<file path="config.mk">
export PLATFORM = sky130hd
export DESIGN_NAME = ik_iter_ctrl
export DESIGN_NICKNAME = d
export VERILOG_FILES = /design/src/rtl/ik_pkg.sv /design/src/rtl/ik_joint_update.sv /design/src/rtl/ik_iter_ctrl.sv
export SDC_FILE = /design/constraint.sdc
export NUM_CORES = 2
export LEC_CHECK = 0
export BUFFER_PORTS_ARGS = -buffer_cell sky130_fd_sc_hd__buf_4
export CAP_MARGIN = 20
export CORE_ASPECT_RATIO = 0.9
export CORE_MARGIN = 3
export CORE_UTILIZATION = 40
export CTS_CLUSTER_DIAMETER = 200
export CTS_CLUSTER_SIZE = 20
export DETAILED_ROUTE_END_ITERATION = 8
export PLACE_DENSITY_LB_ADDON = 0.05
export REMOVE_ABC_BUFFERS = 1
export SLEW_MARGIN = 20
export SYNTH_ARGS = -nofsm -noshare
export SYNTH_HDL_FRONTEND = slang
export SYNTH_HIERARCHICAL = 1
export SYNTH_SLANG_ARGS = --single-unit
</file>
<file path="constraint.sdc">
create_clock -name clk -period 20.7 [get_ports clk]
set_input_delay 1.035 -clock clk [delete_from_list [all_inputs] [get_ports clk]]
set_output_delay 1.035 -clock clk [all_outputs]
set_load 0.01 [all_outputs]
</file>
<file path="src/rtl/ik_pkg.sv">
// Shared definitions for the IK iteration controller.
// Holds the controller state encoding, the default fixed-point word type,
// and pi constants derived from the number of fractional bits.
package ik_pkg;

  localparam int unsigned WORD_W   = 36;
  localparam int unsigned FRAC_DEF = 20;

  typedef logic signed [WORD_W-1:0] word_t;

  typedef enum logic [2:0] {
    IDLE   = 3'd0,
    LOAD   = 3'd1,
    RUN    = 3'd2,
    UPDATE = 3'd3,
    FINISH = 3'd4
  } state_e;

  // pi with 60 fractional bits; the next hex digit is 3, so the value is rounded down.
  localparam logic [63:0] PI_Q60 = 64'h3243_F6A8_885A_308D;

  // pi rounded to nearest at the given number of fractional bits (frac <= 59)
  function automatic logic [63:0] pi_fx(input int unsigned frac);
    logic [63:0] r;
    r = PI_Q60 + (64'd1 << (59 - frac));
    return r >> (60 - frac);
  endfunction

  function automatic logic [63:0] two_pi_fx(input int unsigned frac);
    return pi_fx(frac) << 1;
  endfunction

  localparam logic [63:0] PI     = pi_fx(FRAC_DEF);
  localparam logic [63:0] TWO_PI = two_pi_fx(FRAC_DEF);

endpackage

</file>
<file path="src/rtl/ik_joint_update.sv">
// Combinational update for one joint.
// Clamps the core delta to +/-max_step and adds it to the current value.
// Revolute joints wrap into [-pi, pi]; prismatic joints saturate to the word
// range. Also reports whether the unclamped delta magnitude is within tol.
//   revolute     : 1 = angle joint, 0 = prismatic
//   cur          : current joint value
//   delta        : raw delta from the IK core
//   max_step     : positive step clamp
//   tol          : non-negative convergence tolerance
//   next_c       : updated joint value
//   within_tol_c : |delta| <= tol
module ik_joint_update
  import ik_pkg::*;
#(
  parameter int unsigned WIDTH = 36,
  parameter int unsigned FRAC  = 20
) (
  input  logic             revolute,
  input  logic [WIDTH-1:0] cur,
  input  logic [WIDTH-1:0] delta,
  input  logic [WIDTH-1:0] max_step,
  input  logic [WIDTH-1:0] tol,
  output logic [WIDTH-1:0] next_c,
  output logic             within_tol_c
);

  // One guard bit keeps sums, negations and 2*pi free of overflow.
  localparam int unsigned SW = WIDTH + 1;

  localparam logic signed [SW-1:0] PI_S     = $signed(SW'(pi_fx(FRAC)));
  localparam logic signed [SW-1:0] TWO_PI_S = $signed(SW'(two_pi_fx(FRAC)));
  localparam logic signed [SW-1:0] MAX_S    = $signed({2'b00, {(WIDTH-1){1'b1}}});
  localparam logic signed [SW-1:0] MIN_S    = $signed({2'b11, {(WIDTH-1){1'b0}}});

  logic signed [SW-1:0] d_s;
  logic signed [SW-1:0] ms_s;
  logic signed [SW-1:0] clamped;
  logic signed [SW-1:0] sum;
  logic signed [SW-1:0] res;
  logic signed [SW-1:0] mag;

  // clamp, add, then wrap or saturate depending on joint type
  always_comb begin
    d_s  = $signed({delta[WIDTH-1], delta});
    ms_s = $signed({1'b0, max_step});

    clamped = d_s;
    if (d_s > ms_s) begin
      clamped = ms_s;
    end else if (d_s < -ms_s) begin
      clamped = -ms_s;
    end

    sum = $signed({cur[WIDTH-1], cur}) + clamped;
    res = sum;
    if (revolute) begin
      if (sum > PI_S) begin
        res = sum - TWO_PI_S;
      end else if (sum < -PI_S) begin
        res = sum + TWO_PI_S;
      end
    end else begin
      if (sum > MAX_S) begin
        res = MAX_S;
      end else if (sum < MIN_S) begin
        res = MIN_S;
      end
    end
    next_c = res[WIDTH-1:0];
  end

  // magnitude of the raw delta; the most-negative word counts as max positive
  always_comb begin
    if (d_s == MIN_S) begin
      mag = MAX_S;
    end else if (d_s < 0) begin
      mag = -d_s;
    end else begin
      mag = d_s;
    end
    within_tol_c = (mag <= $signed({1'b0, tol}));
  end

endmodule

</file>
<file path="src/rtl/ik_iter_ctrl.sv">
// Iteration controller for an inverse-kinematics solver.
// Loads initial joint values, repeatedly asks the IK core for a delta,
// applies clamped/wrapped updates and stops on convergence, iteration limit
// or abort.
//   clk, rst           : clock, asynchronous active-high reset
//   start, abort       : begin a solve when idle / terminate an active solve
//   joint_type         : per joint, 1 = revolute, 0 = prismatic
//   dh_init            : initial joint values (sampled on start)
//   max_iter, tol,
//   max_step           : solve limits (sampled on start)
//   core_en            : request one delta from the IK core (level)
//   core_done, delta   : IK core result strobe and joint deltas
//   dh_dyn_out         : current joint values
//   busy, done         : solve in progress / one-cycle end-of-solve pulse
//   converged          : last solve met tolerance
//   iter_count         : iterations completed in current/last solve
module ik_iter_ctrl
  import ik_pkg::*;
#(
  parameter int unsigned N_JOINTS = 6,
  parameter int unsigned WIDTH    = 36,
  parameter int unsigned FRAC     = 20,
  parameter int unsigned ITER_W   = 8
) (
  input  logic                           clk,
  input  logic                           rst,
  input  logic                           start,
  input  logic                           abort,
  input  logic [N_JOINTS-1:0]            joint_type,
  input  logic [N_JOINTS-1:0][WIDTH-1:0] dh_init,
  input  logic [ITER_W-1:0]              max_iter,
  input  logic [WIDTH-1:0]               tol,
  input  logic [WIDTH-1:0]               max_step,
  output logic                           core_en,
  input  logic                           core_done,
  input  logic [N_JOINTS-1:0][WIDTH-1:0] delta,
  output logic [N_JOINTS-1:0][WIDTH-1:0] dh_dyn_out,
  output logic                           busy,
  output logic                           done,
  output logic                           converged,
  output logic [ITER_W-1:0]              iter_count
);

  state_e state_q, state_d;

  logic [N_JOINTS-1:0][WIDTH-1:0] delta_q, delta_d;
  logic [N_JOINTS-1:0][WIDTH-1:0] dh_d;
  logic [N_JOINTS-1:0][WIDTH-1:0] upd_c;
  logic [N_JOINTS-1:0]            within_c;
  logic [ITER_W-1:0]              max_iter_q, max_iter_d;
  logic [WIDTH-1:0]               tol_q, tol_d;
  logic [WIDTH-1:0]               max_step_q, max_step_d;
  logic [ITER_W-1:0]              iter_d;
  logic                           conv_d;
  logic                           core_en_d, busy_d, done_d;
  logic                           limit_hit_c;

  // per-joint datapath works on the captured delta and the current values
  for (genvar g = 0; g < N_JOINTS; g++) begin : g_joint
    ik_joint_update #(
      .WIDTH (WIDTH),
      .FRAC  (FRAC)
    ) u_joint (
      .revolute     (joint_type[g]),
      .cur          (dh_dyn_out[g]),
      .delta        (delta_q[g]),
      .max_step     (max_step_q),
      .tol          (tol_q),
      .next_c       (upd_c[g]),
      .within_tol_c (within_c[g])
    );
  end

  // the iteration just completing reaches the latched limit
  assign limit_hit_c = ({1'b0, iter_count} + (ITER_W+1)'(1)) >= {1'b0, max_iter_q};

  // next-state and next register values
  always_comb begin
    state_d    = state_q;
    delta_d    = delta_q;
    dh_d       = dh_dyn_out;
    max_iter_d = max_iter_q;
    tol_d      = tol_q;
    max_step_d = max_step_q;
    iter_d     = iter_count;
    conv_d     = converged;

    case (state_q)
      IDLE: begin
        if (start) begin
          state_d    = LOAD;
          dh_d       = dh_init;
          max_iter_d = (max_iter == '0) ? ITER_W'(1) : max_iter;
          tol_d      = tol;
          max_step_d = max_step;
          delta_d    = '0;
          iter_d     = '0;
          conv_d     = 1'b0;
        end
      end
      LOAD: begin
        state_d = abort ? FINISH : RUN;
      end
      RUN: begin
        if (abort) begin
          state_d = FINISH;
        end else if (core_done) begin
          delta_d = delta;
          state_d = UPDATE;
        end
      end
      UPDATE: begin
        if (abort) begin
          state_d = FINISH;
        end else begin
          dh_d   = upd_c;
          iter_d = (&iter_count) ? iter_count : iter_count + ITER_W'(1);
          if (&within_c) begin
            conv_d  = 1'b1;
            state_d = FINISH;
          end else if (limit_hit_c) begin
            state_d = FINISH;
          end else begin
            state_d = RUN;
          end
        end
      end
      FINISH: begin
        state_d = IDLE;
      end
      default: begin
        state_d = IDLE;
      end
    endcase

    core_en_d = (state_d == RUN);
    busy_d    = (state_d == LOAD) || (state_d == RUN) || (state_d == UPDATE);
    done_d    = (state_d == FINISH);
  end

  // state and registered outputs
  always_ff @(posedge clk or posedge rst) begin
    if (rst) begin
      state_q    <= IDLE;
      delta_q    <= '0;
      dh_dyn_out <= '0;
      max_iter_q <= '0;
      tol_q      <= '0;
      max_step_q <= '0;
      iter_count <= '0;
      converged  <= 1'b0;
      core_en    <= 1'b0;
      busy       <= 1'b0;
      done       <= 1'b0;
    end else begin
      state_q    <= state_d;
      delta_q    <= delta_d;
      dh_dyn_out <= dh_d;
      max_iter_q <= max_iter_d;
      tol_q      <= tol_d;
      max_step_q <= max_step_d;
      iter_count <= iter_d;
      converged  <= conv_d;
      core_en    <= core_en_d;
      busy       <= busy_d;
      done       <= done_d;
    end
  end

endmodule

</file>
==> flow_summary_export.csv <==
group,metric,value,unit
status,status,"completed",
place,gp_congestion,0.987,
die,ioPinCount,751,
worst_setup_path,cpPeakStageDelay,930,ps
global_route,grt_use_total,0.335,
finish,fin_nets,13009,
global_route,grt_pass1_wl,537000,um
sta,fin_worst_skew,40.4,ps
sta,finalSetupViolCount,0,
worst_setup_path,worstSetupPathType,"reg -> reg",
cts,post_cts_buffers,0,
die,die_width,480,um
synthesis,synth.top_cell.area_share,0.163,
worst_setup_path,cp-start-kind,"register",
job,maxCapViolCount,0,
cts,clk_latency,760,ps
global_route,grt.overflow.total,0,
cts,numCtsBuffers,30,
synthesis,synth_common_cells,"nand2_1 (1,678), ha_1 (915), o21ai_0 (884)",
detailed_routing,dr.first_iter.drc_count,8766,
detailed_routing,routedWlPerCell,25.7,um
worst_setup_path,cp_data_required_time,21370,ps
synthesis,ys_seq_elements,527,
finish,fin_util,0.448,
cts,ctsResizeCount,0,
detailed_routing,wl,366000,um
place,io_buffers,750,
die,rows,155,
sta,period_minus_slack,13830,ps
cts,cts_root_buffer,"clkbuf_16",
detailed_routing,dr.pass1.iters,7,
sta,rsz0062_at_grt,"false",
die,start_util,0.405,
die,core-area,0.200,sq mm
finish,layout.cells.non_filler,14251,
synthesis,syn_avg_cell_area,7.21,sq um
detailed_routing,viasPerCell,6.17,
worst_setup_path,cp_data_arrival_time,14490,ps
sta,final.setup.tns,0,ps
worst_setup_path,crit_path_end_kind,"register",
sta,worst_pin_slew,1180,ps
sta,fmax,0.0723,GHz
place,placed_area,0.0886,sq mm
hold_path,hold_class,"in -> async",
synthesis,synth.cell_area,0.0809,sq mm
die,die_area,0.208,sq mm
cts,cts.sinks,527,
synthesis,synth_seq_area_share,0.163,
cts,clockBufferDepth,3,
global_route,grt_max_degree,162,
synthesis,synth.most_common_cell,"nand2_1",
detailed_routing,drtAntennaViolNets,0,
place,dp_hpwl,291000,um
finish,areaGrowthSynthToFinish,10.5,%
synthesis,synth.area.top_cells,"dfrtp_1 (16%), ha_1 (14%), nand2_1 (7.8%)",
synthesis,yosys_warnings,6,
place,placed_cells,14202,
detailed_routing,num_vias,87940,
synthesis,yosysTopAreaCell,"dfrtp_1",
global_route,antenna_found_initial,10,
die,die_height,433,um
synthesis,synth_edf_count,0,
detailed_routing,drc,0,
cts,cts_hold_buffers,0,
synthesis,synthArstFlopShare,1.00,
finish,fin_area,0.0894,sq mm
cts,path_clk_slew,100,ps
synthesis,syn_inst,11219,
finish,drive_gt1_frac,0.108,
sta,hold_viol,0,
worst_setup_path,critical_path.max_fanout,87,
global_route,grt_pass1_vias,81255,
sta,min_period_over_period,0.668,
cts,h-tree-depth,1,
sta,maxSlewViolCount,0,
sta,slew_headroom,0.206,
synthesis,synth_cell_types,116,
worst_setup_path,cpMaxStageDelayCell,"nor3_1",
worst_setup_path,rrSetupSlack,6870,ps
cts,cts_tree,"done",
synthesis,synthFlopType,"dfrtp_1",
layout by cell type (no fill, tap or decap), types with 65 or more instances in the layout:
| cell | instances |
|---|---|
| buf_4 | 894 |
| nor4_1 | 121 |
| or3_1 | 93 |
| inv_1 | 641 |
| o211ai_1 | 103 |
| a21o_1 | 241 |
| a31oi_1 | 81 |
| and3_1 | 87 |
| o21ai_0 | 884 |
| a22oi_1 | 81 |
| xnor2_1 | 446 |
| dfrtp_1 | 495 |
| ha_1 | 915 |
| nor2_1 | 627 |
| nor3_1 | 301 |
| a211oi_1 | 168 |
| nand4_1 | 277 |
| o31ai_1 | 97 |
| and2_1 | 65 |
| nor2b_1 | 115 |
| mux2i_1 | 255 |
| xor2_1 | 258 |
| o21ai_1 | 73 |
| a21oi_1 | 801 |
| nand2_1 | 1678 |
| nand3_1 | 514 |
| nand2b_1 | 106 |
final cells by class:
type	instances	area, sq um
clock buffers	40	788
multi-input cells	9465	62800
fillers	20687	110000
well taps	2669	3340
diodes	6	15.0
repair buffers	897	6770
inverters	644	2430
flip-flops and latches	527	13200
clock inverters	3	30.0
kinds of logic after synthesis:
family | after synthesis | share of synthesized area
AOI/OAI and AO/OA | 3210 | 0.258
xor gates and xnor gates | 713 | 0.0780
adders and majority gates | 921 | 0.143
buffers and inverters | 1227 | 0.0625
DFF | 527 | 0.163
muxes | 272 | 0.0339
and+or+nand+nor | 4349 | 0.261
routing by layer:
| metal | routed length, um | global-route usage | vias to the layer above |
|---|---|---|---|
| met5 | 13 | 0 | - |
| met4 | 18400 | 0.142 | 2 |
| met2 | 155000 | 0.504 | 3405 |
| met1 | 168000 | 0.481 | 42416 |
| met3 | 24300 | 0.0366 | 514 |
| li1 | - | - | 41603 |
critical path, delay by kind of cell (launching register included):
kind,cells,cell delay [ps]
buffers and inverters,2,1060
AND/OR/NAND/NOR,18,7190
AO/OA/AOI/OAI,12,3340
adder cells (fa/ha/maj),2,830
flip-flops,1,760
XOR/XNOR,2,310
multiplexers,1,100
through the flow:
stage	worst slack (ps)	hold slack, ps
after CTS	7280	322
after floorplan	4940	454
after detailed placement	7440	464
final	6870	318
after global placement	7820	466
after global routing	6230	361
sequential cells by signal (all words and copies together) (netlist names), 3 cells and up:
register / cells
max_step_q: 36
max_iter_q: 8
state_q: 3
dh_dyn_out: 216
iter_count: 8
tol_q: 36
delta_q: 216
path summary, 6_finish.rpt:
kind	from	endpoint	cells after the start
setup / recovery	max_step_q[0]	dh_dyn_out[104]	37
hold / removal	rst	max_iter_q[2]	2
setup reg to reg	max_step_q[0]	dh_dyn_out[104]	37
hold reg to reg	tol_q[4]	tol_q[4]	2
max in group asynchronous	rst	dh_dyn_out[9]	6
min in group clk	tol[26]	tol_q[26]	3
Power is not shown: default switching activity piles up to over one toggle a cycle in this logic, so the estimate is an artifact.
